## src/rtl/morse_pkg.sv

```systemverilog
// Shared definitions for the Morse key decoder: FSM state encoding, letter code
// width and sentinel, unit counter width and default timing parameters.
package morse_pkg;

  localparam int unsigned CodeW = 5;
  localparam logic [CodeW-1:0] CodeSentinel = 5'b00001;
  localparam int unsigned UnitW = 4;

  localparam int unsigned DefTickDiv        = 50000;
  localparam int unsigned DefDashMinUnits   = 2;
  localparam int unsigned DefLetterGapUnits = 3;
  localparam int unsigned DefWordGapUnits   = 7;

  typedef enum logic [2:0] {
    StIdle,
    StMark,
    StSpace,
    StGap,
    StDrop
  } morse_state_e;

endpackage

```

## src/rtl/morse_unit_timer.sv

```systemverilog
// Prescaler plus saturating unit counter.
//   clk, rst_n : clock, async active-low reset
//   restart    : clear prescaler and unit count (wins over enable)
//   enable     : advance the prescaler
//   tick       : high on the cycle a unit boundary is crossed
//   units      : completed units since last restart, saturating at 15
module morse_unit_timer
  import morse_pkg::*;
#(
  parameter int unsigned TICK_DIV = DefTickDiv
) (
  input  logic             clk,
  input  logic             rst_n,
  input  logic             restart,
  input  logic             enable,
  output logic             tick,
  output logic [UnitW-1:0] units
);

  localparam int unsigned PreW = (TICK_DIV > 1) ? $clog2(TICK_DIV) : 1;
  localparam logic [PreW-1:0] PreLast = PreW'(TICK_DIV - 1);

  logic [PreW-1:0]  pre_q, pre_d;
  logic [UnitW-1:0] units_q, units_d;

  assign tick  = enable && !restart && (pre_q == PreLast);
  assign units = units_q;

  always_comb begin
    pre_d   = pre_q;
    units_d = units_q;
    if (restart) begin
      pre_d   = '0;
      units_d = '0;
    end else if (enable) begin
      if (pre_q == PreLast) begin
        pre_d = '0;
        if (units_q != '1) begin
          units_d = units_q + 1'b1;
        end
      end else begin
        pre_d = pre_q + 1'b1;
      end
    end
  end

  always_ff @(posedge clk or negedge rst_n) begin
    if (!rst_n) begin
      pre_q   <= '0;
      units_q <= '0;
    end else begin
      pre_q   <= pre_d;
      units_q <= units_d;
    end
  end

endmodule

```

## src/rtl/morse_key_decoder.sv

```systemverilog
// Morse key decoder: synchronizes a raw key, times presses and releases in
// Morse units and assembles letters as a leading-1 sentinel code.
//   clk, rst_n : clock, async active-low reset
//   key_in     : raw asynchronous key, 1 = pressed
//   shift      : last decoded letter code, held until the next letter
//   sym_valid  : one-cycle strobe when shift is updated
//   word_gap   : one-cycle strobe at the end of a word
//   err        : one-cycle strobe when a letter exceeds 4 elements
module morse_key_decoder
  import morse_pkg::*;
#(
  parameter int unsigned TICK_DIV         = DefTickDiv,
  parameter int unsigned DASH_MIN_UNITS   = DefDashMinUnits,
  parameter int unsigned LETTER_GAP_UNITS = DefLetterGapUnits,
  parameter int unsigned WORD_GAP_UNITS   = DefWordGapUnits
) (
  input  logic             clk,
  input  logic             rst_n,
  input  logic             key_in,
  output logic [CodeW-1:0] shift,
  output logic             sym_valid,
  output logic             word_gap,
  output logic             err
);

  localparam logic [UnitW-1:0] DashMin    = UnitW'(DASH_MIN_UNITS);
  // The threshold tick is seen while units still holds one less than the gap.
  localparam logic [UnitW-1:0] LetterLast = UnitW'(LETTER_GAP_UNITS - 1);
  localparam logic [UnitW-1:0] WordLast   = UnitW'(WORD_GAP_UNITS - 1);

  logic key_meta_q, key_s_q, key_prev_q;
  logic key_rise, key_fall, key_edge;

  morse_state_e     state_q, state_d;
  logic [CodeW-1:0] acc_q, acc_d;
  logic [CodeW-1:0] shift_q, shift_d;
  logic             sym_valid_q, sym_valid_d;
  logic             word_gap_q, word_gap_d;
  logic             err_q, err_d;

  logic             tick;
  logic [UnitW-1:0] units;

  // key_prev_q resets low so a key held through reset reads as a press.
  always_ff @(posedge clk or negedge rst_n) begin
    if (!rst_n) begin
      key_meta_q <= 1'b0;
      key_s_q    <= 1'b0;
      key_prev_q <= 1'b0;
    end else begin
      key_meta_q <= key_in;
      key_s_q    <= key_meta_q;
      key_prev_q <= key_s_q;
    end
  end

  assign key_rise = key_s_q && !key_prev_q;
  assign key_fall = !key_s_q && key_prev_q;
  assign key_edge = key_rise || key_fall;

  morse_unit_timer #(
    .TICK_DIV (TICK_DIV)
  ) u_unit_timer (
    .clk     (clk),
    .rst_n   (rst_n),
    .restart (key_edge),
    .enable  (state_q != StIdle),
    .tick    (tick),
    .units   (units)
  );

  always_comb begin
    state_d     = state_q;
    acc_d       = acc_q;
    shift_d     = shift_q;
    sym_valid_d = 1'b0;
    word_gap_d  = 1'b0;
    err_d       = 1'b0;
    unique case (state_q)
      StIdle: begin
        if (key_rise) begin
          state_d = StMark;
          acc_d   = CodeSentinel;
        end
      end
      StMark: begin
        if (key_fall) begin
          if (acc_q[CodeW-1]) begin
            err_d   = 1'b1;
            state_d = StDrop;
          end else begin
            acc_d   = {acc_q[CodeW-2:0], (units >= DashMin)};
            state_d = StSpace;
          end
        end
      end
      StSpace: begin
        // A press on the threshold cycle continues the current letter.
        if (key_rise) begin
          state_d = StMark;
        end else if (tick && (units == LetterLast)) begin
          shift_d     = acc_q;
          sym_valid_d = 1'b1;
          state_d     = StGap;
        end
      end
      StGap: begin
        if (key_rise) begin
          state_d = StMark;
          acc_d   = CodeSentinel;
        end else if (tick && (units == WordLast)) begin
          word_gap_d = 1'b1;
          state_d    = StIdle;
        end
      end
      StDrop: begin
        // Edges restart the timer, so only an unbroken release gets here.
        if (tick && (units == LetterLast) && !key_s_q) begin
          state_d = StGap;
        end
      end
      default: begin
        state_d = StIdle;
      end
    endcase
  end

  always_ff @(posedge clk or negedge rst_n) begin
    if (!rst_n) begin
      state_q     <= StIdle;
      acc_q       <= CodeSentinel;
      shift_q     <= '0;
      sym_valid_q <= 1'b0;
      word_gap_q  <= 1'b0;
      err_q       <= 1'b0;
    end else begin
      state_q     <= state_d;
      acc_q       <= acc_d;
      shift_q     <= shift_d;
      sym_valid_q <= sym_valid_d;
      word_gap_q  <= word_gap_d;
      err_q       <= err_d;
    end
  end

  assign shift     = shift_q;
  assign sym_valid = sym_valid_q;
  assign word_gap  = word_gap_q;
  assign err       = err_q;

endmodule

```

## config.mk

```make
export PLATFORM = sky130hd
export DESIGN_NAME = morse_key_decoder
export DESIGN_NICKNAME = d
export VERILOG_FILES = /design/src/rtl/morse_pkg.sv /design/src/rtl/morse_unit_timer.sv /design/src/rtl/morse_key_decoder.sv
export SDC_FILE = /design/constraint.sdc
export NUM_CORES = 1
export LEC_CHECK = 0
export CELL_PAD_IN_SITES_DETAIL_PLACEMENT = 1
export CELL_PAD_IN_SITES_GLOBAL_PLACEMENT = 1
export CORE_MARGIN = 2
export CORE_UTILIZATION = 45
export CTS_CLUSTER_DIAMETER = 200
export DETAILED_ROUTE_END_ITERATION = 8
export PLACE_DENSITY_LB_ADDON = 0.1
export SYNTH_ARGS = -nofsm -noshare
export SYNTH_HDL_FRONTEND = slang
export SYNTH_SLANG_ARGS = --single-unit
export TNS_END_PERCENT = 1
```

## constraint.sdc

```tcl
create_clock -name clk -period 3.3 [get_ports clk]
set_input_delay 0.99 -clock clk [delete_from_list [all_inputs] [get_ports clk]]
set_output_delay 0.99 -clock clk [all_outputs]
set_load 0.02 [all_outputs]
```

Word level (Yosys, flattened, before mapping)
Index checks and enable logic that the tools add are counted.
{"block": "totals", "regBits": 39, "out_inout_bits": 8, "word_cells": 83}
{"block": "classes", "addsub": 2, "magnitude_cmp": 1, "eq_ne": 15, "mux": 29, "bitwise_logic": 1, "reduce_logical": 23}
{"op": "$mux W16", "count": 3}
{"op": "$mux W3", "count": 8}
{"op": "$add A16 B1 Y16 const B", "count": 1}
{"op": "$eq A16 B16 Y1 const B", "count": 1}
{"op": "$mux W4", "count": 4}
{"op": "$mux W5", "count": 3}
{"op": "$pmux W3 S5", "count": 1}
{"op": "$pmux W5 S2", "count": 1}
{"op": "$mux W1", "count": 9}
{"op": "$reduce_and A3 Y1", "count": 3}
{"op": "$ne A2 B2 Y1 const B", "count": 4}
{"op": "$reduce_bool A2 Y1", "count": 4}
{"op": "$logic_and A1 B1 Y1", "count": 7}
{"op": "$eq A3 B2 Y1 const B", "count": 2}
{"op": "$ne A3 B3 Y1 const B", "count": 2}
{"op": "$reduce_and A5 Y1", "count": 1}
{"op": "$add A4 B1 Y4 const B", "count": 1}
{"op": "$eq A4 B2 Y1 const B", "count": 1}
{"op": "$eq A4 B3 Y1 const B", "count": 1}
{"op": "$ge A4 B2 Y1 const B", "count": 1}
{"op": "$ne A4 B4 Y1 const B", "count": 1}
{"op": "$reduce_and A4 Y1", "count": 1}
{"op": "$eq A3 B1 Y1 const B", "count": 1}
{"op": "$eq A3 B3 Y1 const B", "count": 1}
{"op": "7 further kinds", "count": 9}

Depth between registers and ports, before layout
Gate-level depths: netlist of the first run.
{"block": "logic_depth", "word_depth": 10, "depth_mapped": 7}

By module
A second synthesis of the first run with hierarchy kept.
{"block": "hier_totals", "cells_unflattened": 192, "area_unflattened_um2": 1994.4}
{"module": "morse_unit_timer", "n_inst": 1, "cells_each": 115, "area_each_um2": 1076.0, "seq_area_each_um2": 500.5}
{"module": "morse_key_decoder", "n_inst": 1, "cells_each": 77, "area_each_um2": 918.4, "seq_area_each_um2": 476.7}

Worst setup path before layout of the first run
Ideal clock, no wire load.
{"block": "synth_timing", "path_kind": "flip-flop to flip-flop", "start": "reg u_unit_timer.pre_q[10]", "end": "reg u_unit_timer.pre_q[11]", "setup_time_ps": 119, "t_arrival_ps": 1954, "required_ps": 3181, "path_slack_ps": 1227, "stages_incl_launch_ff": 6, "n_path_buf": 1, "period_less_slack_ps": 2073, "path_cell_list": "dfrtp_1 -> or4b_4 -> or4_4 -> o21ai_2 -> buf_4 -> nor2_1"}
{"block": "synth_via", "elab_chain_len": 4, "word_cells_on_any_way": 5}
{"item": "start, declared", "line_no": "morse_unit_timer.sv:23", "source": "logic [PreW-1:0] pre_q, pre_d;"}
{"item": "start signal, assigned", "line_no": "morse_unit_timer.sv:52", "source": "pre_q <= pre_d;"}
{"item": "$add A16 B1 Y16 / $eq A16 B16 Y1 (equally long branches)", "line_no": "morse_unit_timer.sv:42, morse_unit_timer.sv:36"}
{"item": "$mux W16 (*)", "line_no": "morse_unit_timer.sv:36", "source": "if (pre_q == PreLast) begin"}
{"item": "$mux W16 (*)", "line_no": "morse_unit_timer.sv:35", "source": "end else if (enable) begin"}
{"item": "$mux W16 (*)", "line_no": "morse_unit_timer.sv:32", "source": "if (restart) begin"}
Mark *: on every way between the ends. The rest lies on a longest branch, timed or not. The select of a mux whose other input is x is not followed.
A chain may end at the register's enable or synchronous reset.

Worst setup path after layout of the first run
{"block": "layout_timing", "start": "reg u_unit_timer.pre_q[10]", "end": "reg shift_q[4], in the netlist shift[4]"}
{"block": "layout_via", "elab_chain_len": 4}
{"item": "$eq A16 B16 Y1", "line_no": "morse_unit_timer.sv:26", "source": "assign tick = enable && !restart && (pre_q == PreLast);"}
{"item": "$logic_and A1 B1 Y1", "line_no": "morse_unit_timer.sv:26"}
{"item": "$logic_and A1 B1 Y1", "line_no": "morse_key_decoder.sv:101", "source": "end else if (tick && (units == LetterLast)) begin"}
{"item": "$reduce_and A3 Y1 (no source line)"}
{"item": "end signal, assigned", "line_no": "morse_key_decoder.sv:139", "source": "shift_q <= shift_d;"}
{"item": "end, declared", "line_no": "morse_key_decoder.sv:36", "source": "logic [CodeW-1:0] shift_q, shift_d;"}
Every way passes these cells.

==> impl_metrics.csv, run 1 <==
group,metric,value,unit
route,wl_per_cell,18.90,um
placement,port_buffers,10,
route,drt_iter0_drc,123,
final_layout,mostFrequentLayoutCell,"dfrtp_1",
clocking,clk_pin_slew,0.08,ns
grt,grt_pass1_wl,8.411,mm
route,firstDrtPassIters,4,
setup_path,path_delay_family,"simple AND/OR/NAND/NOR gates",
pwr,powerDensity,515.7,nW/um^2
setup_path,crit_chain,"or4b_4 -> nor4_1 -> nand4_1 -> mux2_2",
clocking,postCtsHoldBufs,0,
clocking,clockBufferDepth,2,
die,start_util,46.67,%
route,vias,1576,
setup_path,cp.required,3.48,ns
grt,grtUsageMet1,29.85,%
final_layout,antennaDiodeCount,0,
final_layout,postLayoutCoreUtil,51.82,%
die,io_pins,11,
timing,hold_viol_final,0,
grt,antenna_found_initial,0,
grt,grtUsageMet2,34.79,%
setup_path,critPathCapture,"shift[4]$_DFFE_PN0P_",
timing,timing.final.crit_share,77.12,%
synthesis,ys_seq_area_share,48.42,%
final_layout,nNetsFinal,214,
route,vias_per_cell,6.085,
synthesis,async_reset_ff_share,100.0,%
timing,finClkSkew,0.006487,ns
setup_path,crit_arrival,2.72,ns
synthesis,synth.net_count,203,
setup_path,critPathLaunchType,"flop",
route,route.detailed.drc,0,
setup_path,worstReg2RegEnd,"shift[4]$_DFFE_PN0P_",
route,antenna_left,0,
clocking,cts_tree,"yes",
synthesis,ys_types,46,
setup_path,path_depth,4,
timing,tightest_slew,0.8584,ns
pwr,p_leak,0.9139,nW
setup_path,critPathKind,"flop to flop",
timing,drv_slew,0,
synthesis,yosys_warnings,0,
setup_path,cpPeakStageDelay,0.61,ns
clocking,post-cts-setup-buffers,0,
setup_path,ff2ff_setup_slack,0.75,ns
synthesis,synthesis.area,2018,um^2
setup_path,r2r_start,"u_unit_timer.pre_q[10]$_DFFE_PN0P_",
clocking,clkLatencyLatePin,0.29,ns
clocking,ctsResizeCount,0,
timing,min_period,2.545,ns
clocking,numClockSinks,39,
timing,rsz0062_at_grt,"false",
setup_path,worst-path-max-fanout,6,
timing,relSlewSlack,42.30,%
grt,track_usage,21.55,%
setup_path,reg2reg_depth,4,
placement,hpwl,3.445,mm
grt,busiest_layer,"met2",
final_layout,drive_gt1_share,11.11,%
die,rows,24,
die,core-area,4324,um^2
synthesis,synth-seq-cells,39,
timing,setup_viol_count_final,0,
placement,routabilityCongestion,0.8086,
die,die_w,70.97,um
clocking,numCtsBuffers,5,
synthesis,syn_inst,195,
grt,grt_max_degree,40,
setup_path,cpMaxStageDelayCell,"nor4_1",
setup_path,critPathBufInv,0,
timing,setup_tns,0,ns
grt,grt_pass1_vias,1667,
die,die_y,70.97,um
grt,overflow,0,
grt,grtUsageMet3,4.274,%
run_status,status,"completed",
synthesis,avgSynthCellArea,10.35,um^2
final_layout,mostFrequentLayoutCells,"dfrtp_1, nor2_1, nand2_1",
clocking,clockRootBuffer,"clkbuf_8",
die,die_area,5037,um^2
clocking,cts.htree.levels,2,
final_layout,areaGrowthSynthToFinish,11.04,%
synthesis,yosys_most_used_dff,"dfrtp_1",
run,drv_cap,0,
pwr,vdd_drop_max,331.2,uV
route,wl,4.896,mm
timing,fmax,0.3929,GHz
setup_path,critPathCaptureType,"flop",
synthesis,synth_edf_count,0,
setup_path,crit_start,"u_unit_timer.pre_q[10]$_DFFE_PN0P_",
worst_hold_path,min_path_type,"flop to flop",
[metrics by stage]
step	hold slack (ns)	power [W]	cells	area, um^2	setup slack [ns]
after floorplan	0.3312	0.0007680	195	2018	1.227
after global placement	0.3525	0.0008233	251	2152	0.8166
after detailed placement	0.3402	0.0008394	251	2152	0.7981
after CTS	0.3589	0.001167	259	2241	0.7737
after global routing	0.3731	0.001223	259	2241	0.6261
final	0.3610	0.001156	259	2241	0.7550
[per-layer routing]
metal / routed length, um / up-vias
met4: 63 / 0
met2: 2384 / 23
met5: 0 / -
met3: 139 / 5
li1: - / 738
met1: 2309 / 810
[final cells by class]
cell class	instances	area [um^2]
multi-input combinational	145	996.0
inverter	5	18.77
tap	52	65.06
sequential	39	977.2
clock inverter	3	20.02
timing repair buffer	10	95.09
fill	489	2083
clock buffer	5	68.82
[cells in the mapped netlist, types with 2 or more instances]
cell	n	share of area [%]
dfrtp_1	38	47
nor2_1	17	3.2
nand2_1	16	3.0
nand3_1	8	2.0
xnor2_1	8	3.5
a21oi_1	7	1.7
nor4_1	7	2.2
nand4_1	6	1.9
or3_1	6	1.9
clkbuf_1	5	0.93
ha_1	5	3.1
inv_1	5	0.93
mux2_2	5	2.8
nor3_1	5	1.2
o21ai_0	5	1.2
mux2i_1	4	2.0
nor3b_1	4	1.5
a22o_1	3	1.3
a31oi_1	3	0.93
nand2b_1	3	0.93
nor2b_1	3	0.93
nor4b_1	3	1.3
xor2_1	3	1.3
a21boi_0	2	0.74
and3_1	2	0.62
or4b_2	2	0.99
[report_power, final]
part	total [W]	internal [W]	leakage (nW)	switching, W
sequential	0.000614	0.000532	0.523	0.0000820
clock	0.000325	0.000147	0.0402	0.000178
combinational	0.000216	0.0000979	0.350	0.000118
total	0.00116	0.000777	0.914	0.000378
[sequential cells by signal (all words and copies together) (netlist names)]
| name | flops |
|---|---|
| err | 1 |
| u_unit_timer.units | 4 |
| word_gap | 1 |
| key_meta_q | 1 |
| u_unit_timer.pre_q | 16 |
| acc_q | 5 |
| state_q | 3 |
| key_prev_q | 1 |
| key_s_q | 1 |
| sym_valid | 1 |
| shift | 5 |
[logic make-up after synthesis]
family / count (synthesis) / synth area share (%)
AND/OR/NAND/NOR: 93 / 27.28
flip-flops: 39 / 48.42
AO/OA/AOI/OAI: 27 / 9.423
XOR/XNOR: 11 / 4.774
buffers and inverters: 11 / 2.232
multiplexers: 9 / 4.774
adder cells (fa/ha/maj): 5 / 3.100
[how the worst min path moves through the flow]
stage | startpoint | to | cells past startpoint
global route | key_meta_q$_DFF_PN0_ | key_s_q$_DFF_PN0_ | 0
floorplan | key_meta_q$_DFF_PN0_ | key_s_q$_DFF_PN0_ | 0
detailed placement | key_meta_q$_DFF_PN0_ | key_s_q$_DFF_PN0_ | 0
global placement | key_meta_q$_DFF_PN0_ | key_s_q$_DFF_PN0_ | 0
finish | key_meta_q$_DFF_PN0_ | key_s_q$_DFF_PN0_ | 0
CTS | key_meta_q$_DFF_PN0_ | key_s_q$_DFF_PN0_ | 0
Note: power is estimated with default switching activity, not from simulation.
==> run 2: changes to the inputs <==
- clock period: 3.3 -> 2.4 ns (I/O delays scaled with it)
==> impl_metrics.csv, run 2 (synthesis gave the netlist of run 1 again) <==
group,metric,value,unit
route,firstDrtPassIters,4,
timing,tightest_slew,0.6040,ns
route,drt_iter0_drc,125,
grt,antenna_found_initial,0,
grt,grt_pass1_vias,1687,
route,route.detailed.drc,0,
setup_path,critPathBufInv,0,
route,vias_per_cell,5.989,
final_layout,mostFrequentLayoutCells,"dfrtp_1, nor2_1, nand2_1",
clocking,clk_pin_slew,0.08,ns
final_layout,areaGrowthSynthToFinish,16.00,%
pwr,power,0.001824,W
setup_path,crit_chain,"or4b_4 -> nor4_1 -> nand4_1 -> mux2_2",
route,antenna_left,0,
route,vias,1593,
placement,place_ws,0.08258,ns
timing,hold_viol_final,0,
setup_path,cpPeakStageDelay,0.56,ns
timing,timing.final.ws_setup,0.1524,ns
final_layout,nNetsFinal,221,
clocking,numCtsBuffers,5,
final_layout,largest_reg_flops,16,
final_layout,mostFrequentLayoutCell,"dfrtp_1",
pwr,p_leak,0.9738,nW
die,rows,24,
timing,drv_slew,0,
placement,postPlaceCellArea,2205,um^2
setup_path,worst-path-max-fanout,6,
grt,track_usage,22.03,%
timing,min_period,2.248,ns
timing,finClkSkew,0.009765,ns
setup_path,critPathLaunchType,"flop",
grt,grtUsageMet2,33.85,%
clocking,clockRootBuffer,"clkbuf_8",
final_layout,antennaDiodeCount,0,
clocking,numClockSinks,39,
timing,timing.final.crit_share,93.65,%
setup_path,cp.required,2.59,ns
setup_path,critPathCaptureType,"flop",
grt,grtUsageMet1,31.42,%
run,drv_cap,0,
grt,busiest_layer,"met2",
timing,setup_viol_count_final,0,
grt,grtUsageMet3,4.701,%
clocking,clockBufferDepth,2,
pwr,vdd_drop_max,364.3,uV
setup_path,path_depth,4,
clocking,cts.htree.levels,2,
grt,grt_pass1_wl,8.542,mm
setup_path,path_delay_family,"simple AND/OR/NAND/NOR gates",
setup_path,crit_arrival,2.44,ns
grt,overflow,0,
placement,port_buffers,10,
timing,rsz0062_at_grt,"false",
setup_path,reg2reg_depth,4,
run_status,status,"completed",
die,die_area,5037,um^2
final_layout,final_area,2341,um^2
setup_path,r2r_start,"u_unit_timer.pre_q[10]$_DFFE_PN0P_",
setup_path,critPathKind,"flop to flop",
die,start_util,46.67,%
pwr,powerDensity,779.4,nW/um^2
setup_path,ff2ff_setup_slack,0.15,ns
die,core-area,4324,um^2
timing,relSlewSlack,59.42,%
route,wl_per_cell,18.69,um
timing,fmax,0.4449,GHz
die,die_w,70.97,um
setup_path,critPathCapture,"shift[1]$_DFFE_PN0P_",
clocking,clkLatencyLatePin,0.30,ns
die,die_y,70.97,um
clocking,ctsResizeCount,0,
worst_hold_path,min_path_type,"flop to flop",
clocking,cts_tree,"yes",
setup_path,cpMaxStageDelayCell,"or4b_4",
final_layout,drive_gt1_share,14.02,%
clocking,postCtsHoldBufs,0,
timing,whs,0.3581,ns
route,wl,4.972,mm
setup_path,worstReg2RegEnd,"shift[1]$_DFFE_PN0P_",
timing,setup_tns,0,ns
die,io_pins,11,
placement,hpwl,3.480,mm
grt,grt_max_degree,40,
clocking,post-cts-setup-buffers,0,
placement,routabilityCongestion,0.8214,
final_layout,regMostFlops,"u_unit_timer.pre_q",
setup_path,crit_start,"u_unit_timer.pre_q[10]$_DFFE_PN0P_",
## run 2: changes by cell type in the layout (fill, tap and decap cells not counted)
cell / change
bufinv_16: +2
buf_4: +7
clkinvlp_4: -1
clkinv_2: -1
## run 2: worst min-delay path by stage
stage	startpoint	to	slack, ns	cells after the start
6_report	key_meta_q$_DFF_PN0_	key_s_q$_DFF_PN0_	0.36	0
3_5_place_dp	key_meta_q$_DFF_PN0_	key_s_q$_DFF_PN0_	0.35	0
2_1_floorplan	key_meta_q$_DFF_PN0_	key_s_q$_DFF_PN0_	0.33	0
5_1_grt	key_meta_q$_DFF_PN0_	key_s_q$_DFF_PN0_	0.38	0
4_1_cts	key_meta_q$_DFF_PN0_	key_s_q$_DFF_PN0_	0.36	0
3_3_place_gp	key_meta_q$_DFF_PN0_	key_s_q$_DFF_PN0_	0.35	0
## run 2: worst reg2reg max path, stage by stage, from the launching register on
cell and delay, ns:
dfrtp_1 0.44, or4b_4 0.56, nor4_1 0.46, nand4_1 0.32
mux2_2 0.36
## run 2: metal layers
layer	share of wire [%]	vias to the layer above
li1	-	753
met1	49	812
met2	46	21
met3	3.0	7
met4	1.5	0
met5	0	-
## run 2: metrics by stage
| stage | util, % | instances |
|---|---|---|
| final | 54.14 | 266 |
| after global routing | 54.14 | 266 |
| after CTS | 54.14 | 266 |
| after detailed placement | 50.98 | 258 |
| after global placement | 50.98 | 258 |
| after floorplan | - | 195 |
## run 2: report_power, final
group | total, W | switching, W | leakage [nW] | internal (W)
combinational | 0.000319 | 0.000169 | 0.386 | 0.000150
clock | 0.000664 | 0.000250 | 0.0644 | 0.000415
sequential | 0.000841 | 0.000109 | 0.523 | 0.000732
## run 2: final cells by class
| type | count | area, um^2 |
|---|---|---|
| clock buffers | 5 | 68.82 |
| fillers | 475 | 1983 |
| multi-input cells | 145 | 996.0 |
| flip-flops and latches | 39 | 977.2 |
| clock inverters | 3 | 67.56 |
| well taps | 52 | 65.06 |
| repair buffers | 17 | 147.6 |
| inverters | 5 | 18.77 |
